===== config.mk =====
export PLATFORM = sky130hd
export DESIGN_NAME = call_return_sequencer
export DESIGN_NICKNAME = d
export VERILOG_FILES = /design/src/rtl/unicycle_seq_pkg.sv /design/src/rtl/call_return_sequencer_sp_adjust.sv /design/src/rtl/call_return_sequencer.sv
export SDC_FILE = /design/constraint.sdc
export NUM_CORES = 1
export LEC_CHECK = 0
export CAP_MARGIN = 0
export CORE_ASPECT_RATIO = 0.9
export CORE_MARGIN = 2
export CORE_UTILIZATION = 48
export DETAILED_ROUTE_END_ITERATION = 8
export PLACE_DENSITY = 0.91
export SLEW_MARGIN = 10
export SYNTH_ARGS = -nofsm -noshare
export SYNTH_HDL_FRONTEND = slang
export SYNTH_SLANG_ARGS = --single-unit

===== constraint.sdc =====
create_clock -name clk -period 5.1 [get_ports clk]
set_input_delay 1.02 -clock clk [delete_from_list [all_inputs] [get_ports clk]]
set_output_delay 1.02 -clock clk [all_outputs]
set_load 0.05 [all_outputs]

===== src/rtl/unicycle_seq_pkg.sv =====
// Shared types and helpers for the CALL/RETURN stack sequencer.
package unicycle_seq_pkg;

  typedef enum logic [1:0] {
    IDLE,
    RET_LOAD,
    CALL_STORE,
    COMMIT
  } seq_state_t;

  localparam logic        OP_RETURN        = 1'b0;
  localparam logic        OP_CALL          = 1'b1;
  localparam int unsigned STACK_WORD_BYTES = 2;

  // Sign-extend an imm_w-bit word count and scale it to a byte offset.
  function automatic logic [31:0] sext_imm_x2(input logic [31:0] imm,
                                              input int unsigned imm_w);
    logic signed [31:0] s;
    s = signed'(imm << (32 - imm_w));
    s = s >>> (32 - imm_w);
    return 32'(s <<< 1);
  endfunction

endpackage


===== src/rtl/call_return_sequencer_sp_adjust.sv =====
// Stack pointer arithmetic for the sequencer: push address and committed SP.
module sp_adjust
  import unicycle_seq_pkg::*;
#(
  parameter int unsigned ADDR_W = 16
) (
  input  logic [ADDR_W-1:0] sp_l,
  input  logic [ADDR_W-1:0] immx,
  output logic [ADDR_W-1:0] push_addr,
  output logic [ADDR_W-1:0] sp_ret,
  output logic [ADDR_W-1:0] sp_call
);

  always_comb begin
    push_addr = sp_l - ADDR_W'(STACK_WORD_BYTES);
    sp_ret    = sp_l + immx;
    sp_call   = push_addr + immx;
  end

endmodule


===== src/rtl/call_return_sequencer.sv =====
// Multi-cycle CALL/RETURN sequencer over the shared data-memory port.
// Optional stack alignment fault: define SEQ_STACK_ALIGN_CHECK_EN.
module call_return_sequencer
  import unicycle_seq_pkg::*;
#(
  parameter int unsigned ADDR_W = 16,
  parameter int unsigned DATA_W = 16,
  parameter int unsigned IMM_W  = 10
) (
  input  logic              clk,
  input  logic              rst_n,
  input  logic              start,
  input  logic              op,
  input  logic [IMM_W-1:0]  immediate,
  input  logic [ADDR_W-1:0] target,
  input  logic [ADDR_W-1:0] pcIn,
  input  logic [ADDR_W-1:0] spIn,
  input  logic [ADDR_W-1:0] raIn,
  output logic              mem_req,
  output logic              mem_we,
  output logic [ADDR_W-1:0] mem_addr,
  output logic [DATA_W-1:0] mem_wdata,
  input  logic [DATA_W-1:0] mem_rdata,
  input  logic              mem_ready,
  output logic              busy,
  output logic              pc_we,
  output logic              sp_we,
  output logic              ra_we,
  output logic [ADDR_W-1:0] pcOut,
  output logic [ADDR_W-1:0] spOut,
  output logic [ADDR_W-1:0] raOut,
  output logic              done,
  output logic              fault
);

  seq_state_t        state, state_n;
  logic              op_l;
  logic              fault_l;
  logic              align_fault;
  logic [ADDR_W-1:0] immx_l, target_l, pc_l, sp_l, ra_l;
  logic [DATA_W-1:0] rdata_l;
  logic [ADDR_W-1:0] push_addr, sp_ret, sp_call;

`ifdef SEQ_STACK_ALIGN_CHECK_EN
  // CALL accesses spIn - 2, which has the same parity as spIn.
  assign align_fault = spIn[0];
`else
  assign align_fault = 1'b0;
`endif

  sp_adjust #(.ADDR_W(ADDR_W)) u_sp_adjust (
    .sp_l      (sp_l),
    .immx      (immx_l),
    .push_addr (push_addr),
    .sp_ret    (sp_ret),
    .sp_call   (sp_call)
  );

  always_ff @(posedge clk or negedge rst_n) begin
    if (!rst_n) begin
      state    <= IDLE;
      op_l     <= 1'b0;
      fault_l  <= 1'b0;
      immx_l   <= '0;
      target_l <= '0;
      pc_l     <= '0;
      sp_l     <= '0;
      ra_l     <= '0;
      rdata_l  <= '0;
    end else begin
      state <= state_n;
      if (state == IDLE && start) begin
        op_l     <= op;
        fault_l  <= align_fault;
        immx_l   <= ADDR_W'(sext_imm_x2(32'(immediate), IMM_W));
        target_l <= target;
        pc_l     <= pcIn;
        sp_l     <= spIn;
        ra_l     <= raIn;
      end
      if (state == RET_LOAD && mem_ready) begin
        rdata_l <= mem_rdata;
      end
    end
  end

  always_comb begin
    state_n   = state;
    mem_req   = 1'b0;
    mem_we    = 1'b0;
    mem_addr  = '0;
    mem_wdata = '0;
    busy      = 1'b0;
    pc_we     = 1'b0;
    sp_we     = 1'b0;
    ra_we     = 1'b0;
    pcOut     = '0;
    spOut     = '0;
    raOut     = '0;
    done      = 1'b0;
    fault     = 1'b0;
    case (state)
      IDLE: begin
        if (start) begin
          if (align_fault)            state_n = COMMIT;
          else if (op == OP_RETURN)   state_n = RET_LOAD;
          else                        state_n = CALL_STORE;
        end
      end
      RET_LOAD: begin
        busy     = 1'b1;
        mem_req  = 1'b1;
        mem_addr = sp_l;
        if (mem_ready) state_n = COMMIT;
      end
      CALL_STORE: begin
        busy      = 1'b1;
        mem_req   = 1'b1;
        mem_we    = 1'b1;
        mem_addr  = push_addr;
        mem_wdata = DATA_W'(ra_l);
        if (mem_ready) state_n = COMMIT;
      end
      COMMIT: begin
        busy    = 1'b1;
        done    = 1'b1;
        fault   = fault_l;
        state_n = IDLE;
        if (!fault_l) begin
          pc_we = 1'b1;
          sp_we = 1'b1;
          ra_we = 1'b1;
          if (op_l == OP_CALL) begin
            pcOut = target_l;
            spOut = sp_call;
            raOut = pc_l + ADDR_W'(STACK_WORD_BYTES);
          end else begin
            pcOut = ra_l;
            spOut = sp_ret;
            raOut = ADDR_W'(rdata_l);
          end
        end
      end
      default: state_n = IDLE;
    endcase
  end

endmodule


Yosys cells after proc, flatten, opt, wreduce, memory -nomap -nowiden
Cells that the tools add are included.
{"block": "classes", "addsub": 4, "reduce_logical": 6, "muxes": 16, "eq_ne": 5}
{"cell": "$mux W16", "count": 7}
{"cell": "$add A16 B16 Y16", "count": 2}
{"cell": "$pmux W16 S2", "count": 1}
{"cell": "$add A16 B2 Y16 const B", "count": 1}
{"cell": "$sub A16 B2 Y16 const B", "count": 1}
{"cell": "$mux W2", "count": 3}
{"cell": "$pmux W2 S3", "count": 1}
{"cell": "$eq A2 B2 Y1 const B", "count": 2}
{"cell": "$mux W1", "count": 4}
{"cell": "$reduce_or A3 Y1", "count": 1}
{"cell": "$eq A2 B1 Y1 const B", "count": 1}
{"cell": "$logic_and A1 B1 Y1", "count": 2}
{"cell": "$logic_not A2 Y1", "count": 1}
{"cell": "$ne A2 B1 Y1 const B", "count": 1}
{"cell": "$ne A2 B2 Y1 const B", "count": 1}
{"cell": "$reduce_and A2 Y1", "count": 1}
{"cell": "$reduce_or A2 Y1", "count": 1}
{"block": "totals", "wordCells": 39, "output_inout_bits": 88, "in_bits": 95, "regBits": 93}

Logic depth before layout (Yosys ltp)
Gate-level depths: netlist (run 1).
{"block": "depth", "ltp_word": 4, "mapped_depth": 12, "depth_no_buf": 12}

Hierarchy
A second synthesis (run 1) with hierarchy kept.
{"block": "hier_totals", "hier_cells": 649, "hier_area_um2": 6566.3}
{"module": "call_return_sequencer", "area_per_inst_um2": 4899.7, "seq_area_each_um2": 2327.2, "instances": 1, "cells_each": 428}
{"module": "sp_adjust", "area_per_inst_um2": 1666.6, "seq_area_each_um2": 0.0, "instances": 1, "cells_each": 221}

Worst setup path after synthesis (run 1)
Ideal clock, no wire load.
{"block": "synth_path", "kind": "register to output", "start": "register sp_l[1]", "end": "output port spOut[12]", "n_path_buf": 0, "arrival_time_ns": 3.660, "path_slack_ns": 0.420, "stages_incl_launch_ff": 13, "path_cell_list": "dfrtp_1 -> inv_1 -> ha_1 -> or3b_2 -> nor3_1 -> nand2_1 -> xnor2_1 -> ha_1 -> a211oi_1 -> o211ai_1 -> and2_1 -> a41oi_1 -> mux2i_1"}
{"block": "synth_via", "elab_chain_cells": 4}
{"element": "start: declaration", "line_no": "call_return_sequencer.sv:40", "source": "logic [ADDR_W-1:0] immx_l, target_l, pc_l, sp_l, ra_l;"}
{"element": "start signal: assignment", "line_no": "call_return_sequencer.sv:78", "source": "sp_l <= spIn;"}
{"element": "$sub A16 B2 Y16", "line_no": "call_return_sequencer_sp_adjust.sv:15", "source": "push_addr = sp_l - ADDR_W'(STACK_WORD_BYTES);"}
{"element": "$add A16 B16 Y16", "line_no": "call_return_sequencer_sp_adjust.sv:17", "source": "sp_call = push_addr + immx;"}
{"element": "$mux W16 *", "line_no": "call_return_sequencer.sv:133", "source": "if (op_l == OP_CALL) begin"}
{"element": "$mux W16 *", "line_no": "call_return_sequencer.sv:102", "source": "case (state)"}
{"element": "end: declaration", "line_no": "call_return_sequencer.sv:30", "source": "output logic [ADDR_W-1:0] spOut,"}
Every way passes the cells marked *; elsewhere a longest branch is shown, timed or not.

Final worst setup path (run 1)
{"block": "layout_path", "start": "register sp_l[2]", "end": "output port spOut[13]"}
Same word-level chain as after synthesis.

==> results.toml, run 1 <==
[synth]
synth_edf_count = 0
syn_nets = 695
ys_top_cells_by_area = "dfrtp_1, mux2_2, ha_1"
netlist.area_leader.share_pct = 39.7
synth-async-reset-ratio_pct = 100
synth_area_leader_cell = "dfrtp_1"
syn_area_um2 = 5860
synth_common_cells = "dfrtp_1, mux2_2, nor2_1"
syn_inst = 578
synth_seq_cells = 93
synth_cell_types = 48
synth_flop_cell = "dfrtp_1"
syn_area_per_cell_um2 = 10.1
ys_warn_count = 0
synth_seq_area_share_pct = 39.7

[detailed_routing]
drc = 0
routed_via_density = 5.57
wire_per_inst_um = 17.7
ant_nets = 0
vias = 5045
routed_wl_um = 16100
drt-initial-drc-count = 338
drt_first_pass_iters = 5

[worst_setup_path]
path_class = "reg -> out"
crit_fanout = 7
crit_family = "simple AND/OR/NAND/NOR gates"
required_ps = 4080
crit_path_frequent_cell = "ha_1"
slowest_stage = "dfrtp_1"
path_buf_inv = 2
reg2reg_slack_ps = 2760
cp-end-kind = "primary output"
arrival_ps = 3790
crit_chain = "inv_1, ha_1, or3b_4, nor2_1, nand2_1, xnor2_1, ha_1, and2_1, nand3_1, a21oi_1, mux2i_1, o2111ai_1, dlygate4sd2_1"
setup.worst_path.start_class = "flop"
cpPeakStageDelay_ps = 450

[sta]
hold_viol = 0
holdWs_ps = 505
max_freq_ghz = 0.208
rsz0062_at_grt = "no"
min_period_ps = 4810
slew_headroom_pct = 30.8
drv_slew = 0
finalCritPeriodShare_pct = 94.3
fin_tns_setup_ps = 0
setup_viol = 0
finalWorstSetupSlack_ps = 293
worst_pin_slew_ps = 1040
skew_ps = 4.97

[clock_network]
clk_pin_slew_ps = 60
cts_tree = "yes"
cts_setup_buffers = 0
cts_buffers = 9
clkSinkCount = 93
cts_buffer_depth = 2
cts_hold_buf = 0
clockRootBuffer = "clkbuf_16"
htreeDepth = 3
clk_latency_ps = 350

[finish]
n_antenna_cell = 0
drive_above_1_share_pct = 18.0
fin_nets = 857
syn_to_final_growth_pct = 39.2

[grt]
grt_pass1_vias = 5041
grt_max_degree = 76
grtUsageTotal_pct = 25.1
antenna_found_initial = 0
grt_pass1_wl_um = 25600
overflow = 0

[floorplan]
fp.dieArea_um2 = 13100
die_x_um = 120
fp.dieH_um = 109
core_um2 = 12000
num_rows = 38
initial_core_util_pct = 48.9
io-pin-count = 183

[place]
gp_congestion = 0.941
dp_slack_ps = 301
dp_hpwl_um = 11700
port_buffers = 181

[outcome]
status = "finished, final reports clean"

[hold_path]
hold_class = "reg -> reg"

[flow_run]
max_cap_violations = 0
[per-stage QoR]
step           utilization [%]  area (µm²)  cells
4_1_cts                   68.0        8140    905
6_report                  68.1        8160    905
5_1_grt                   68.1        8160    905
3_3_place_gp              65.0        7790    889
2_1_floorplan                -        5860    578
3_5_place_dp              65.0        7790    889
[flip-flops by register name, summed over array words and instances (netlist names)]
signal / count
pc_l: 16
ra_l: 16
rdata_l: 16
sp_l: 16
target_l: 16
immx_l: 10
state: 2
op_l: 1
[logic make-up after synthesis]
kind of cell	Yosys count	synth area share, %
other	1	0.0640
multiplexers	116	21.8
buffers and inverters	51	3.52
AO/OA/AOI/OAI	90	9.46
adder cells (fa/ha/maj)	22	4.82
flip-flops	93	39.7
AND/OR/NAND/NOR	170	15.4
XOR/XNOR	35	5.23
[cell type report]
class	instances	area, µm²
clock buffers	11	253
clock inverters	5	106
fillers	912	3830
inverters	15	56.3
multi-input cells	434	3350
flip-flops and latches	93	2330
well taps	160	200
repair buffers	187	1860
[repair_timing]
action | in CTS | in global routing
gates resized for setup | 2 | 7
endpoints found under the setup margin | 2 | 5
pin swaps | 0 | 0
[placed cells by master, fill, tap and decap left out, drive strengths merged, types with 14 or more instances in the layout]
| cell | count |
|---|---|
| ha | 21 |
| inv | 15 |
| xnor2 | 21 |
| mux2i | 23 |
| o21ai | 21 |
| a21oi | 29 |
| a211oi | 14 |
| nor2 | 54 |
| dfrtp | 93 |
| and2 | 21 |
| mux2 | 93 |
| xor2 | 14 |
| clkdlybuf4s50 | 172 |
| nand2 | 35 |
| nand3 | 15 |
[worst paths after layout]
check,from,to,cells after the start
min in group asynchronous,rst_n,rdata_l[2]$_DFFE_PN0P_,1
min reg2reg,rdata_l[12]$_DFFE_PN0P_,rdata_l[12]$_DFFE_PN0P_,1
max in group asynchronous,rst_n,target_l[12]$_DFFE_PN0P_,2
max,sp_l[2]$_DFFE_PN0P_,spOut[13],13
max reg2reg,state[1]$_DFFE_PN0P_,rdata_l[11]$_DFFE_PN0P_,4
min,rdata_l[12]$_DFFE_PN0P_,rdata_l[12]$_DFFE_PN0P_,1
[metal layers]
metal | wire length, µm | GRT usage [%] | part of all wire [%]
met5 | 0 | 0 | 0
met4 | 314 | 8.31 | 2.0
met3 | 1340 | 7.69 | 8.4
met2 | 7820 | 41.4 | 49
met1 | 6590 | 31.6 | 41
Power of run 1 is left out: the tool's default activity adds up to more than one toggle a clock period on the data nets, which glitch-free logic cannot reach.
==> run 2, diff against run 1 <==
--- a/config.mk
+++ b/config.mk
@@ -9,7 +9,9 @@
 export CORE_ASPECT_RATIO = 0.9
 export CORE_MARGIN = 2
 export CORE_UTILIZATION = 48
+export CTS_BUF_LIST = sky130_fd_sc_hd__clkbuf_16
 export DETAILED_ROUTE_END_ITERATION = 8
+export GPL_ROUTABILITY_DRIVEN = 0
 export PLACE_DENSITY = 0.91
 export SLEW_MARGIN = 10
 export SYNTH_ARGS = -nofsm -noshare
==> run 2 against run 1 <==
Net effect: critical path type unchanged; via count grew 0.20%; hold slack improved by 2.4 ps; clock skew hardly changed; critical path depth is the same; die area unchanged; wire length decreased by 1.6%; sequential cell count is the same; worst setup slack worse by 100 ps; utilization fell by 0.81 points; first-iteration DRC count is 17% lower; sequential share of layout area up 0.35 points.
==> results.toml, run 2 (synthesis gave the netlist of run 1 again) <==
[outcome]
status = "finished, final reports clean"

[sta]
drv_slew = 0
finalCritPeriodShare_pct = 96.2
min_period_ps = 4910
slew_headroom_pct = 31.2
setup_viol = 0
fin_tns_setup_ps = 0
rsz0062_at_grt = "no"
max_freq_ghz = 0.204
skew_ps = 4.89
hold_viol = 0
worst_pin_slew_ps = 1030

[hold_path]
hold_start = "target_l[4]$_DFFE_PN0P_"
hold_class = "reg -> reg"

[grt]
antenna_found_initial = 0
grt_pass1_vias = 5333
grt_max_degree = 76
grtUsageTotal_pct = 24.9
grt_pass1_wl_um = 25700
overflow = 0

[worst_setup_path]
path_buf_inv = 2
crit_fanout = 7
cp-end-kind = "primary output"
crit_family = "simple AND/OR/NAND/NOR gates"
reg2reg_from = "state[1]$_DFFE_PN0P_"
setup.worst_path.start_class = "flop"
cpPeakStageDelay_ps = 560
startpoint = "sp_l[1]$_DFFE_PN0P_"
crit_chain = "inv_1, ha_1, or3b_2, nor3_4, nand2_1, xnor2_1, ha_1, a211oi_1, o211ai_1, and2_1, a41oi_1, mux2i_1, buf_12"
arrival_ps = 3890
required_ps = 4080
path_class = "reg -> out"
slowest_stage = "or3b_2"
crit_path_frequent_cell = "ha_1"

[finish]
regArea_um2 = 2330
n_antenna_cell = 0
multi_input_area_um2 = 3350
mostFrequentLayoutCell = "clkdlybuf4s50_1"
syn_to_final_growth_pct = 37.5
fillers = 917
drive_above_1_share_pct = 17.7
final_util_pct = 67.3
fin_nets = 857
layout_common_cells = "clkdlybuf4s50_1, mux2_2, dfrtp_1"

[floorplan]
num_rows = 38
io-pin-count = 183
initial_core_util_pct = 48.9
core_um2 = 12000
fp.dieArea_um2 = 13100
die_x_um = 120
fp.dieH_um = 109

[detailed_routing]
met2_length_um = 7830
ant_nets = 0
routed_via_density = 5.59
wl_met1_um = 6520
dr.max_layer_used = "met4"
drt_first_pass_iters = 4
drt-initial-drc-count = 280
wl_met3_um = 1180
wire_per_inst_um = 17.5
drc = 0
routed_wl_um = 15800
vias = 5055

[place]
port_buffers = 181
dp_hpwl_um = 11700

[clock_network]
cts_hold_buf = 0
clk_latency_ps = 340
htreeDepth = 3
cts_setup_buffers = 0
cts_buffer_depth = 2
cts_buffers = 9
cts_tree = "yes"
clockRootBuffer = "clkbuf_16"
clk_pin_slew_ps = 60
clkSinkCount = 93

[flow_run]
max_cap_violations = 0
run 2: cell types whose count changed in the layout (fill, tap and decap cells not counted), sizes merged:
cell,change
dlygate4sd2,-1
clkinvlp,-1
clkbuf,-1
bufinv,-3
inv,+4
clkinv,+2
run 2: what timing repair did:
item                                   in CTS  in global routing
gates resized for setup                     2                  9
endpoints found under the hold margin       0                  0
setup endpoints to repair                   2                  5
run 2: final timing paths:
check                                               end  slack (ps)  cells after the start
worst max-delay path                          spOut[12]         190                     13
max in group asynchronous              op_l$_DFFE_PN0P_        3370                      2
worst min-delay path            target_l[4]$_DFFE_PN0P_         510                      1
min in group asynchronous        rdata_l[7]$_DFFE_PN0P_         780                      1
worst min register to register  target_l[4]$_DFFE_PN0P_         510                      1
worst max register to register   rdata_l[9]$_DFFE_PN0P_        2780                      4
run 2: area by class of cell:
cell class              instances  share of cell area (%)
multi-input cells             434                    41.5
flip-flops and latches         93                    28.9
well taps                     160                    2.48
clock buffers                   9                    2.80
repair buffers                187                    23.1
clock inverters                 7                   0.528
inverters                      15                   0.699
run 2: stage by stage:
stage,worst slack (ps),cells,hold WS [ps],cell area [µm²]
after detailed placement,303,889,494,7790
after global routing,26.9,905,518,8060
after floorplan,420,578,474,5860
final,191,905,507,8060
after global placement,431,889,484,7790
after CTS,57.1,905,509,8050
run 2: layer usage:
metal	GRT usage, %	up-vias
met3	6.28	27
met1	30.3	2465
met4	9.22	0
met2	43.0	208
met5	0	-
li1	-	2355
Power of run 2 is left out for the same reason.
